File: config.mk
export PLATFORM = sky130hd
export DESIGN_NAME = dot_product_acc
export DESIGN_NICKNAME = d
export VERILOG_FILES = /design/src/rtl/dp_pkg.sv /design/src/rtl/dp_lane_sum.sv /design/src/rtl/dot_product_acc.sv
export SDC_FILE = /design/constraint.sdc
export NUM_CORES = 1
export LEC_CHECK = 0
export BUFFER_PORTS_ARGS = -buffer_cell sky130_fd_sc_hd__buf_2
export CORE_ASPECT_RATIO = 0.6
export CORE_UTILIZATION = 55
export DETAILED_ROUTE_END_ITERATION = 10
export GPL_ROUTABILITY_DRIVEN = 0
export PLACE_DENSITY = 0.71
export SYNTH_ARGS = -nofsm -noshare
export SYNTH_HDL_FRONTEND = slang
export SYNTH_HIERARCHICAL = 1
export SYNTH_SLANG_ARGS = --single-unit
File: constraint.sdc
create_clock -name clk -period 29.2 [get_ports clk]
set_input_delay 2.92 -clock clk [delete_from_list [all_inputs] [get_ports clk]]
set_output_delay 2.92 -clock clk [all_outputs]
set_load 0.005 [all_outputs]
File: src/rtl/dp_pkg.sv
// Shared constants, state encoding and sizing helper for the dot-product accumulator.
package dp_pkg;

    localparam logic DP_MODE_POP = 1'b0;
    localparam logic DP_MODE_MAC = 1'b1;

    typedef enum logic [1:0] {
        ST_IDLE  = 2'd0,
        ST_ACC   = 2'd1,
        ST_DRAIN = 2'd2,
        ST_DONE  = 2'd3
    } dp_state_e;

    // Smallest accumulator that holds one full beat of signed products plus a sign bit.
    function automatic int unsigned dp_min_acc_w(input int unsigned n_lanes, input int unsigned elem_w);
        return 2 * elem_w + $clog2(n_lanes) + 1;
    endfunction

endpackage

File: src/rtl/dp_lane_sum.sv
// Combinational per-beat partial sum: AND-popcount (mode 0) or signed lane MAC (mode 1).
module dp_lane_sum
    import dp_pkg::*;
#(
    parameter int N_LANES = 8,
    parameter int ELEM_W  = 4,
    parameter int ACC_W   = 16
) (
    input  logic [N_LANES*ELEM_W-1:0] vec_a,
    input  logic [N_LANES*ELEM_W-1:0] vec_b,
    input  logic                      mode,
    output logic [ACC_W-1:0]          partial
);

    logic        [ELEM_W-1:0]   a_s;
    logic        [ELEM_W-1:0]   b_s;
    logic signed [2*ELEM_W-1:0] a_ext_s;
    logic signed [2*ELEM_W-1:0] b_ext_s;
    logic signed [2*ELEM_W-1:0] prod_s;

    // Sum every lane; products are sign-extended so the wrap matches two's complement.
    always_comb begin
        partial = '0;
        a_s     = '0;
        b_s     = '0;
        a_ext_s = '0;
        b_ext_s = '0;
        prod_s  = '0;
        for (int i = 0; i < N_LANES; i++) begin
            a_s = vec_a[i*ELEM_W +: ELEM_W];
            b_s = vec_b[i*ELEM_W +: ELEM_W];
            if (mode == DP_MODE_MAC) begin
                a_ext_s = {{ELEM_W{a_s[ELEM_W-1]}}, a_s};
                b_ext_s = {{ELEM_W{b_s[ELEM_W-1]}}, b_s};
                prod_s  = a_ext_s * b_ext_s;
                partial = partial + {{(ACC_W-2*ELEM_W){prod_s[2*ELEM_W-1]}}, prod_s};
            end else begin
                for (int j = 0; j < ELEM_W; j++) begin
                    partial = partial + {{(ACC_W-1){1'b0}}, a_s[j] & b_s[j]};
                end
            end
        end
    end

endmodule

File: src/rtl/dot_product_acc.sv
// Streaming dot-product engine: stage-P partial register, accumulator with sticky overflow,
// and a four-state FSM that separates the input and output handshakes.
module dot_product_acc
    import dp_pkg::*;
#(
    parameter int N_LANES = 8,
    parameter int ELEM_W  = 4,
    parameter int ACC_W   = 16
) (
    input  logic                      clk,
    input  logic                      reset_n,
    input  logic                      in_valid,
    output logic                      in_ready,
    input  logic [N_LANES*ELEM_W-1:0] vec_a,
    input  logic [N_LANES*ELEM_W-1:0] vec_b,
    input  logic                      in_last,
    input  logic                      mode,
    output logic                      out_valid,
    input  logic                      out_ready,
    output logic [ACC_W-1:0]          result,
    output logic                      overflow
);

    dp_state_e          state_q, state_d;
    logic               in_ready_q, in_ready_d;
    logic               mode_q, mode_d;
    logic               p_valid_q, p_valid_d;
    logic               p_first_q, p_first_d;
    logic [ACC_W-1:0]   p_sum_q, p_sum_d;
    logic [ACC_W-1:0]   acc_q, acc_d;
    logic               ovf_q, ovf_d;
    logic               out_valid_q, out_valid_d;
    logic [ACC_W-1:0]   result_q, result_d;
    logic               overflow_q, overflow_d;

    logic               accept_s;
    logic               lane_mode_s;
    logic [ACC_W-1:0]   lane_sum_s;
    logic [ACC_W-1:0]   base_s;
    logic [ACC_W:0]     wide_s;
    logic               beat_ovf_s;

    assign accept_s    = in_valid & in_ready_q;
    // The first beat is not latched yet, so it uses the live mode input.
    assign lane_mode_s = (state_q == ST_IDLE) ? mode : mode_q;

    dp_lane_sum #(
        .N_LANES (N_LANES),
        .ELEM_W  (ELEM_W),
        .ACC_W   (ACC_W)
    ) u_lane_sum (
        .vec_a   (vec_a),
        .vec_b   (vec_b),
        .mode    (lane_mode_s),
        .partial (lane_sum_s)
    );

    // Next-state, pipeline, accumulator and output-holding logic.
    always_comb begin
        state_d     = state_q;
        mode_d      = mode_q;
        p_valid_d   = accept_s;
        p_first_d   = p_first_q;
        p_sum_d     = p_sum_q;
        acc_d       = acc_q;
        ovf_d       = ovf_q;
        out_valid_d = out_valid_q;
        result_d    = result_q;
        overflow_d  = overflow_q;
        base_s      = '0;
        wide_s      = '0;
        beat_ovf_s  = 1'b0;

        case (state_q)
            ST_IDLE: begin
                if (accept_s) begin
                    mode_d     = mode;
                    overflow_d = 1'b0;
                    state_d    = in_last ? ST_DRAIN : ST_ACC;
                end else begin
                    state_d = ST_IDLE;
                end
            end
            ST_ACC: begin
                if (accept_s && in_last) begin
                    state_d = ST_DRAIN;
                end else begin
                    state_d = ST_ACC;
                end
            end
            ST_DRAIN: state_d = ST_DONE;
            ST_DONE: begin
                if (out_valid_q && out_ready) begin
                    state_d = ST_IDLE;
                end else begin
                    state_d = ST_DONE;
                end
            end
            default: state_d = ST_IDLE;
        endcase

        in_ready_d = (state_d == ST_IDLE) || (state_d == ST_ACC);

        if (accept_s) begin
            p_sum_d   = lane_sum_s;
            p_first_d = (state_q == ST_IDLE);
        end else begin
            p_sum_d   = p_sum_q;
            p_first_d = p_first_q;
        end

        if (p_valid_q) begin
            base_s = p_first_q ? '0 : acc_q;
            wide_s = {1'b0, base_s} + {1'b0, p_sum_q};
            if (mode_q == DP_MODE_POP) begin
                beat_ovf_s = wide_s[ACC_W];
            end else begin
                beat_ovf_s = (base_s[ACC_W-1] == p_sum_q[ACC_W-1]) &&
                             (wide_s[ACC_W-1] != base_s[ACC_W-1]);
            end
            acc_d = wide_s[ACC_W-1:0];
            ovf_d = (p_first_q ? 1'b0 : ovf_q) | beat_ovf_s;
        end else begin
            acc_d = acc_q;
            ovf_d = ovf_q;
        end

        // DONE is entered together with the final accumulate, so results are taken one edge later.
        if ((state_q == ST_DONE) && !out_valid_q) begin
            out_valid_d = 1'b1;
            result_d    = acc_q;
            overflow_d  = ovf_q;
        end else if (out_valid_q && out_ready) begin
            out_valid_d = 1'b0;
        end else begin
            out_valid_d = out_valid_q;
        end
    end

    // State and datapath registers with synchronous active-low reset.
    always_ff @(posedge clk) begin
        if (!reset_n) begin
            state_q     <= ST_IDLE;
            in_ready_q  <= 1'b0;
            mode_q      <= DP_MODE_POP;
            p_valid_q   <= 1'b0;
            p_first_q   <= 1'b0;
            p_sum_q     <= '0;
            acc_q       <= '0;
            ovf_q       <= 1'b0;
            out_valid_q <= 1'b0;
            result_q    <= '0;
            overflow_q  <= 1'b0;
        end else begin
            state_q     <= state_d;
            in_ready_q  <= in_ready_d;
            mode_q      <= mode_d;
            p_valid_q   <= p_valid_d;
            p_first_q   <= p_first_d;
            p_sum_q     <= p_sum_d;
            acc_q       <= acc_d;
            ovf_q       <= ovf_d;
            out_valid_q <= out_valid_d;
            result_q    <= result_d;
            overflow_q  <= overflow_d;
        end
    end

    assign in_ready  = in_ready_q;
    assign out_valid = out_valid_q;
    assign result    = result_q;
    assign overflow  = overflow_q;

endmodule
==> results of run 1 <==
## worst min-delay path by stage
stage                     slack [ns]          to       start  cells past startpoint
final                           0.45   result[3]   result[3]                      2
after detailed placement        0.45   result[3]   result[3]                      2
after global placement          0.44  result[13]  result[13]                      2
after floorplan                 0.43   acc_q[14]   acc_q[14]                      2
after global routing            0.47  result[14]  result[14]                      2
after CTS                       0.45   result[3]   result[3]                      2
## Yosys cell counts, drive strengths merged (5+ instances only)
cell type,number,area (um^2)
xnor2,107,956
nand3b,5,37.5
o31a,5,43.8
buf,8,32.5
o21bai,18,135
and2,106,666
nand2,167,629
o31ai,6,45.0
xor2,44,393
a21boi,5,37.5
o211ai,6,45.0
nor2,75,284
mux2,15,173
and3,6,37.5
a21oi,119,599
nand3,14,70.1
a211o,5,43.8
mux2i,10,100
a21o,56,420
nand2b,23,144
fa,103,2060
nor2b,39,244
o41ai,6,52.6
and4,6,53.8
dfxtp,57,1140
nor3,32,160
or3,8,50.1
clkbuf,27,101
a31oi,8,50.1
inv,161,604
a211oi,14,110
o21ai,68,367
ha,220,2750
o21a,30,226
## stage by stage
step	hold slack, ns	setup slack [ns]	utilization	area [um^2]
after floorplan	0.434	16.02	-	13400
after global placement	0.441	15.34	0.601	14100
after detailed placement	0.446	15.07	0.601	14100
after CTS	0.453	15.37	0.614	14400
after global routing	0.471	14.50	0.614	14400
final	0.452	15.27	0.614	14400
## layer usage
layer,up-vias,share of wire,GRT usage
li1,5716,-,-
met1,5200,0.57,0.404
met2,237,0.38,0.354
met3,12,0.052,0.0329
met4,0,0.0039,0.0244
met5,-,0,0
## critical path, delay by kind of cell
kind            cells  cell delay (ns)
compound gates     13             3.18
fa+ha+maj          13             5.75
simple gates        5             0.59
mux                 3             0.84
buf+inv             6             0.51
xor+xnor            2             0.31
## registers in the layout, indices dropped and copies added, names as in the netlist, 2 cells and up
name and cells:
state_q 2, acc_q 16, result 16, p_sum_q 16
## placed cells by master (no fill, tap or decap), drive strengths merged, types with 15 or more instances in the layout
cell,instances
dfxtp,57
xor2,44
o21bai,18
o21ai,68
nand2,167
fa,103
nor3,32
nor2,75
nor2b,39
ha,220
xnor2,107
mux2,15
o21a,30
and2,106
buf,92
nand2b,23
inv,162
a21o,56
a21oi,119
## area by class of cell
cell class	instances	area, um^2
clock inverters	7	80.1
repair buffers	92	470
inverters	162	608
multi-input cells	1377	11500
flip-flops and latches	57	1140
well taps	315	394
fillers	2129	9060
clock buffers	9	225
## cells by family (layout without fill, tap and decap cells)
kind of cell,Yosys count,after routing,synth area share
simple gates,509,509,0.194
compound gates,366,366,0.178
buf+inv,197,270,0.0556
xor+xnor,154,154,0.106
mux,25,25,0.0204
fa+ha+maj,323,323,0.361
flops,57,57,0.0854
==> results.ini, run 1 <==
[clocking]
cts_tree=done
insertion_delay_ns=0.33
postCtsSetupRepairBufs=0
clock_sink_count=57
cts.hold.buffers_added=0
ctsLongestPathBuffers=2
cts_h_tree_lvls=3
cts.clk_slew.worst_paths_ns=0.06
post_cts_gate_resize_count=0
root_buffer=clkbuf_16
number_of_cts_inserted_buffers=9

[setup_path]
worstPathRequired_ns=29.38
worstRegToRegCells=40
cp_data_arrival_time_ns=14.11
reg2reg_to=p_sum_q[14]
setup.worst_path.end_class=register
cpMaxStageDelayCell=fa_1
timing.setup.critical_path_class=input pin to register
timing.reg2reg.setup_slack_ns=17.31
cp_max_fo=4
cp-endpoint=p_sum_q[14]
timing.critical_path.slowest_cell_delay_ns=0.55
critical_path.most_common_cell=fa_1
regToRegStartpoint=state_q[1]
crit_start=vec_b[2]
setup.worst_path.start_class=input pin

[die]
area_of_the_die_um2=24900
start_util=0.569
die_x_um=203
core_area_um2=23500
placementRows=43
overall_die_height_um=123
io_pins=89

[route]
drt_pass1_iterations=6
finalWirelength_um=29600
drt_first_iter_violations=749
route.antenna.remaining_nets=0
total_vias_in_the_final_route=11165
routed_via_density=5.53
avgRoutedWirePerCell_um=14.7
remaining_drc_errors=0

[place]
dp_hpwl_um=25000
buffer_ports.inserted=88
placed_cells_incl_taps=2003

[final_layout]
flow.area_growth_from_synthesis_pct=7.79
diode_count=0
final_nets=2092
layoutNonFillerInstCount=2019
ratio_of_cells_with_drive_above_1_in_the_final_layout=0.0857

[timing]
hold_viol_final=0
setup-violations-final=0
rsz0062_at_grt=false
tightestPinTransition_ns=1.19
maxSlewViolCount=0
finalWorstPathRequiredPeriod_ns=13.93
layout_worst_path_cycle_share=0.477
finalClockSkew_ns=0.00719
slew-limit-headroom=0.199
fin_setup_tns_ns=0
max_clock_freq_ghz=0.0718

[logic_synthesis]
ys.warnings.count=6
synth_flop_cell=dfxtp_1
synth_cells=1631
postSynthAreaPerCell_um2=8.19
async_flop_share=0
post_synth_num_cell_types=79
synth_sequential_area_ratio=0.0854
post_synth_instance_area_um2=13400
synth_edf_count=0
synth-seq-cells=57
synthesis.nets=2024

[grt]
largest_net_degree_at_the_start_of_global_routing=70
grt_overflow_total=0
grt_first_pass_wirelength_um=51700
via_count_of_the_first_global_routing_pass=10728
gr-usage-all-layers=0.250
number_of_antenna_violations_at_the_first_check_in_global_routing=0

[outcome]
outcome=completed

[min_path]
timing.hold.worst.class=register to register

[flow_run]
cap_violations=0

Power of run 1 is not shown: default switching activity piles up to over one toggle a cycle in this logic, so the estimate is an artifact.
==> run 2: changes to the inputs <==
--- a/config.mk
+++ b/config.mk
@@ -5,6 +5,7 @@
 export SDC_FILE = /design/constraint.sdc
 export NUM_CORES = 1
 export LEC_CHECK = 0
+export ABC_AREA = 1
 export BUFFER_PORTS_ARGS = -buffer_cell sky130_fd_sc_hd__buf_2
 export CORE_ASPECT_RATIO = 0.6
 export CORE_UTILIZATION = 55
==> constraint.sdc (replaced) <==
create_clock -name clk -period 13.1 [get_ports clk]
set_input_delay 1.31 -clock clk [delete_from_list [all_inputs] [get_ports clk]]
set_output_delay 1.31 -clock clk [all_outputs]
set_load 0.005 [all_outputs]
==> results.ini, run 2 <==
[outcome]
outcome=completed

[timing]
whs_ns=0.483  ; +0.0306 ns
maxSlewViolCount=0  ; unchanged
post-route-worst-setup-slack_ns=0.927  ; -14.34 ns
slew-limit-headroom=0.251  ; +0.0511
layout_worst_path_cycle_share=0.929
setup-violations-final=0  ; unchanged
fin_setup_tns_ns=0  ; unchanged
finalClockSkew_ns=0.00855  ; +0.00136 ns
finalWorstPathRequiredPeriod_ns=12.17
max_clock_freq_ghz=0.0822
hold_viol_final=0  ; unchanged
tightestPinTransition_ns=1.12  ; -0.0762 ns

[setup_path]
cp_max_fo=4  ; unchanged
reg2reg_to=p_sum_q[15]
cp_data_arrival_time_ns=12.39  ; -1.72 ns
setup.worst_path.end_class=register
critPathTopFamily=adder cells
worstRegToRegCells=55  ; +38%
timing.reg2reg.setup_slack_ns=1.99  ; -15.32 ns
timing.critical_path.slowest_cell_delay_ns=0.56  ; about the same
regToRegStartpoint=state_q[1]
worstPathRequired_ns=13.32  ; -16.06 ns
cpMaxStageDelayCell=fa_1
critical_path_buf_inv_count=11  ; +5
timing.setup.critical_path_class=input pin to register
setup.worst_path.start_class=input pin

[grt]
number_of_antenna_violations_at_the_first_check_in_global_routing=0  ; unchanged
largest_net_degree_at_the_start_of_global_routing=52  ; -26%
gr-usage-all-layers=0.250  ; +0.000535
grt_overflow_total=0  ; unchanged
via_count_of_the_first_global_routing_pass=11275  ; +5.1%
grt_first_pass_wirelength_um=52400  ; +1.3%

[power_and_ir_drop]
total_leakage_power_uw=0.00864
design_power_total_uw=3690
internal_power_uw=1580
p_switching_uw=2110
pwr-share-seq=0.053
pwr-share-clk=0.062
power_density_nw_per_um2=252
ir_worst_vdd_v=0.000152
power.combinational.fraction=0.885
switching_share=0.572

[logic_synthesis]
yosysMostFrequentCell=inv_1
synth_sequential_area_ratio=0.0840  ; -0.00144
synth_top_cells_by_area=ha_1 20%, fa_1 15%, inv_1 11%, nand2_1 10%, dfxtp_1 8.4%
synth_cells=2011  ; +23%
synth-seq-cells=57  ; unchanged
post_synth_instance_area_um2=13600  ; +1.7%
post_synth_num_cell_types=42  ; -47%
async_flop_share=0  ; unchanged
synth_edf_count=0  ; unchanged
synth.top_cell.area_share=0.203  ; -0.00347
netlist.top_cell.by_area=ha_1
postSynthAreaPerCell_um2=6.75  ; -18%
post_synth_most_frequent_cells=387 x inv_1, 370 x nand2_1, 220 x ha_1, 182 x a21oi_1, 181 x nor2_1
synthesis.nets=2404  ; +19%
synth_flop_cell=dfxtp_1
ys.warnings.count=6  ; unchanged

[clocking]
postCtsSetupRepairBufs=0  ; unchanged
insertion_delay_ns=0.33  ; about the same
cts_h_tree_lvls=3  ; unchanged
ctsLongestPathBuffers=2  ; unchanged
cts.hold.buffers_added=0  ; unchanged
cts.clk_slew.worst_paths_ns=0.05  ; about the same
number_of_cts_inserted_buffers=9  ; unchanged
clock_sink_count=57  ; unchanged
root_buffer=clkbuf_16
cts_tree=done
post_cts_gate_resize_count=0  ; unchanged

[route]
drt_first_iter_violations=916  ; +22%
finalWirelength_um=30200  ; +2.0%
routed_via_density=5.12  ; -7.5%
drt_pass1_iterations=5  ; -1
avgRoutedWirePerCell_um=12.6  ; -14%
remaining_drc_errors=0  ; unchanged
total_vias_in_the_final_route=12308  ; +10%
route.antenna.remaining_nets=0  ; unchanged

[final_layout]
flow.area_growth_from_synthesis_pct=7.61
ratio_of_cells_with_drive_above_1_in_the_final_layout=0.0926  ; +0.00693
diode_count=0  ; unchanged
final_nets=2472  ; +18%
finalCoreUtilization=0.603  ; -0.0102
most_common_library_cell_in_the_layout_ignoring_fill_and_taps=inv_1
final_cell_mix=387 x inv_1, 370 x nand2_1, 220 x ha_1, 181 x nor2_1, 181 x a21oi_1

[place]
buffer_ports.inserted=88  ; unchanged
dp_hpwl_um=25800  ; +3.0%
pre_cts_slack_ns=-0.0983  ; -15.17 ns

[min_path]
hold_path_startpoint=acc_q[0]
hold-path-endpoint=result[0]
timing.hold.worst.class=register to register
whs_path_depth=2  ; unchanged

[die]
core_area_um2=24200  ; +3.3%
overall_die_height_um=124  ; +0.84%
io_pins=89  ; unchanged
placementRows=44  ; +2.3%
die_x_um=205  ; +0.84%
area_of_the_die_um2=25400  ; +1.7%
start_util=0.561  ; -0.00855

[flow_run]
cap_violations=0  ; unchanged

[run 2: cell types whose count changed in the layout (fill, tap and decap cells not counted), moves of 39 or more]
cell,before,now
a21o_1,56,5
xnor2_1,106,37
nand3_1,14,77
nor2_1,74,181
a21oi_1,118,181
nor2b_1,39,0
and2_1,105,4
inv_1,161,387
o21ai_0,58,126
nand2_1,166,370
[run 2: worst max-delay path by stage]
| stage | slack (ns) | to | startpoint | cells past startpoint |
|---|---|---|---|---|
| after CTS | 0.24 | p_sum_q[15] | vec_b[2] | 57 |
| after global placement | 0.33 | p_sum_q[15] | vec_b[2] | 57 |
| after floorplan | 1.23 | p_sum_q[15] | mode | 59 |
| after detailed placement | -0.1 | p_sum_q[15] | vec_b[2] | 57 |
| final | 0.93 | p_sum_q[15] | vec_b[2] | 57 |
| after global routing | -0.02 | p_sum_q[15] | vec_b[2] | 63 |
[run 2: cell families after synthesis]
| group | synth area share |
|---|---|
| compound gates | 0.148 |
| xor+xnor | 0.0638 |
| fa+ha+maj | 0.354 |
| buf+inv | 0.122 |
| flops | 0.0840 |
| simple gates | 0.228 |
[run 2: metal layers]
metal,track usage,wire length (um),up-vias
met4,0.0222,143,0
met1,0.400,16800,5462
met5,0,0,-
met2,0.362,11400,278
li1,-,-,6554
met3,0.0338,1850,14
[run 2: metrics by stage]
stage / area (um^2) / cells
final: 14600 / 2406
after global routing: 14600 / 2406
after CTS: 14600 / 2406
after detailed placement: 14300 / 2390
after global placement: 14300 / 2390
after floorplan: 13600 / 2011
[run 2: cell type report]
cell class / count / area, um^2
sequential: 57 / 1140
clock inverter: 3 / 40.0
multi-input combinational: 1522 / 10800
fill: 2314 / 9610
clock buffer: 13 / 250
timing repair buffer: 93 / 478
tap: 322 / 403
inverter: 396 / 1490
[run 2: worst register-to-register path: cells and delay by family (launching register included)]
family | cells | cell delay, ns
buffers and inverters | 8 | 0.61
flip-flops | 1 | 0.34
AND/OR/NAND/NOR | 19 | 1.84
XOR/XNOR | 2 | 0.37
adder cells (fa/ha/maj) | 10 | 4.84
AO/OA/AOI/OAI | 16 | 3.01
[run 2: power groups by stage]
stage	combinational (uW)	clock [uW]	sequential (uW)
final	3260	229	195
after global routing	3790	241	197
after CTS	3220	232	195
after detailed placement	3200	0	199
after global placement	3130	0	198
after floorplan	2590	0	195
Power figures use the tool's default switching activity.
==> run 3: changes to the inputs <==
--- a/config.mk
+++ b/config.mk
@@ -7,11 +7,10 @@
 export LEC_CHECK = 0
 export ABC_AREA = 1
 export BUFFER_PORTS_ARGS = -buffer_cell sky130_fd_sc_hd__buf_2
-export CORE_ASPECT_RATIO = 0.6
-export CORE_UTILIZATION = 55
+export CORE_UTILIZATION = 36
 export DETAILED_ROUTE_END_ITERATION = 10
 export GPL_ROUTABILITY_DRIVEN = 0
-export PLACE_DENSITY = 0.71
+export PLACE_DENSITY = 0.5
 export SYNTH_ARGS = -nofsm -noshare
 export SYNTH_HDL_FRONTEND = slang
 export SYNTH_HIERARCHICAL = 1
==> results.ini, run 3 (same netlist as run 2, synthesis figures left out) <==
[route]
drt_first_iter_violations=376  ; -59%
avgRoutedWirePerCell_um=11.5  ; -8.3%
route.antenna.remaining_nets=0  ; unchanged
drt_pass1_iterations=5  ; unchanged
total_vias_in_the_final_route=12116  ; -1.6%
routed_via_density=4.67  ; -8.6%
finalWirelength_um=29800  ; -1.2%
remaining_drc_errors=0  ; unchanged

[grt]
grt_overflow_total=0  ; unchanged
via_count_of_the_first_global_routing_pass=11927  ; +5.8%
largest_net_degree_at_the_start_of_global_routing=76  ; +46%
gr-usage-all-layers=0.162  ; -0.0886
grt_first_pass_wirelength_um=53100  ; +1.4%
number_of_antenna_violations_at_the_first_check_in_global_routing=0  ; unchanged

[clocking]
cts_h_tree_lvls=3  ; unchanged
root_buffer=clkbuf_16
number_of_cts_inserted_buffers=9  ; unchanged
cts.hold.buffers_added=0  ; unchanged
cts_tree=done
cts.clk_slew.worst_paths_ns=0.05  ; about the same
ctsLongestPathBuffers=2  ; unchanged
insertion_delay_ns=0.33  ; about the same
clock_sink_count=57  ; unchanged

[setup_path]
cpMaxStageDelayCell=fa_1
timing.setup.critical_path_class=input pin to register
critical_path.most_common_cell=inv_1
timing.reg2reg.setup_slack_ns=2.14  ; +0.15 ns
cp_max_fo=5  ; +1
timing.critical_path.slowest_cell_delay_ns=0.51  ; -0.05 ns
reg2reg_to=p_sum_q[15]
regToRegStartpoint=state_q[1]
cp_data_arrival_time_ns=12.29  ; -0.10 ns
worstPathRequired_ns=13.32  ; about the same
setup.worst_path.start_class=input pin
worstRegToRegCells=62  ; +13%
setup.worst_path.end_class=register

[final_layout]
flow.area_growth_from_synthesis_pct=9.90
finalCoreUtilization=0.405  ; -0.199
diode_count=0  ; unchanged
ratio_of_cells_with_drive_above_1_in_the_final_layout=0.0963  ; +0.00365
layoutNonFillerInstCount=2592  ; +7.7%
most_common_library_cell_in_the_layout_ignoring_fill_and_taps=inv_1
final_nets=2476  ; +0.16%
fillCellCount=4034  ; +74%
final_cell_mix=387 x inv_1, 370 x nand2_1, 220 x ha_1, 181 x nor2_1, 181 x a21oi_1
postLayoutCellArea_um2=14900  ; +2.1%

[timing]
tightestPinTransition_ns=1.04  ; -0.0766 ns
whs_ns=0.484  ; +0.00140 ns
hold_viol_final=0  ; unchanged
maxSlewViolCount=0  ; unchanged
finalWorstPathRequiredPeriod_ns=12.07  ; -0.104 ns
layout_worst_path_cycle_share=0.921  ; -0.00791
max_clock_freq_ghz=0.0829  ; +0.86%
slew-limit-headroom=0.306  ; +0.0557
finalClockSkew_ns=0.00358  ; -0.00497 ns
rsz0062_at_grt=false
fin_setup_tns_ns=0  ; unchanged
setup-violations-final=0  ; unchanged

[min_path]
hold-path-endpoint=acc_q[0]
hold_path_startpoint=acc_q[0]
timing.hold.worst.class=register to register
whs_path_depth=2  ; unchanged

[place]
dp_hpwl_um=25500  ; -1.2%
placed_cell_area_um2=14600  ; +1.8%
placed_cells_incl_taps=2576  ; +7.8%
buffer_ports.inserted=88  ; unchanged

[outcome]
outcome=completed

[die]
die_x_um=196  ; -4.2%
io_pins=89  ; unchanged
placementRows=70  ; +59%
start_util=0.368  ; -0.192
area_of_the_die_um2=38500  ; +52%
core_area_um2=36900  ; +52%
overall_die_height_um=196  ; +59%

[power_and_ir_drop]
total_leakage_power_uw=0.00868  ; +0.44%
power_density_nw_per_um2=248  ; -1.8%
ir_worst_vdd_v=0.000106  ; -30%

[flow_run]
cap_violations=0  ; unchanged

==> run 3: critical path: cells and delay by family <==
family / cells / cell delay [ns]
adder cells (fa/ha/maj): 12 / 4.96
AO/OA/AOI/OAI: 19 / 3.23
AND/OR/NAND/NOR: 18 / 1.53
buffers and inverters: 13 / 0.93
XOR/XNOR: 2 / 0.34
==> run 3: area by class of cell <==
class | count | area (um^2) | share of cell area
multi-input combinational | 1522 | 10800 | 0.725
inverter | 396 | 1490 | 0.0997
sequential | 57 | 1140 | 0.0764
tap | 504 | 631 | 0.0422
timing repair buffer | 97 | 508 | 0.0340
clock buffer | 11 | 253 | 0.0169
clock inverter | 5 | 77.6 | 0.00520
==> run 3: power breakdown <==
group          leakage, uW  internal, uW  switching (uW)
sequential        0.000465           187            8.48
combinational      0.00805          1250            1990
clock             0.000162           176            79.6
==> run 3: how the worst max path moves through the flow <==
stage | startpoint | endpoint | slack [ns] | cells after the start
floorplan | mode | p_sum_q[15] | 1.23 | 59
global placement | vec_b[2] | p_sum_q[15] | 0.35 | 64
detailed placement | vec_b[2] | p_sum_q[15] | 0.22 | 64
CTS | vec_b[2] | p_sum_q[15] | 0.52 | 64
global route | vec_b[3] | p_sum_q[15] | 0.03 | 62
finish | vec_b[2] | p_sum_q[15] | 1.03 | 64
==> run 3: what timing repair did <==
action | in CTS | in global routing
buffers inserted | 0 | 0
endpoints found under the setup margin | 0 | 3
resized for setup | 0 | 11
==> run 3: layer usage <==
layer / routed length [um] / global-route usage / up-vias / share of wire
li1: - / - / 6553 / -
met1: 15200 / 0.221 / 5454 / 0.51
met2: 14100 / 0.286 / 99 / 0.47
met3: 436 / 0.0113 / 10 / 0.015
met4: 133 / 0.0182 / 0 / 0.0045
met5: 0 / 0 / - / 0
==> run 3: stage by stage <==
stage               power, uW  setup slack, ns
floorplan                2780             1.23
global placement         3410            0.350
detailed placement       3420            0.222
CTS                      3700            0.524
global route             4260           0.0263
finish                   3700             1.03
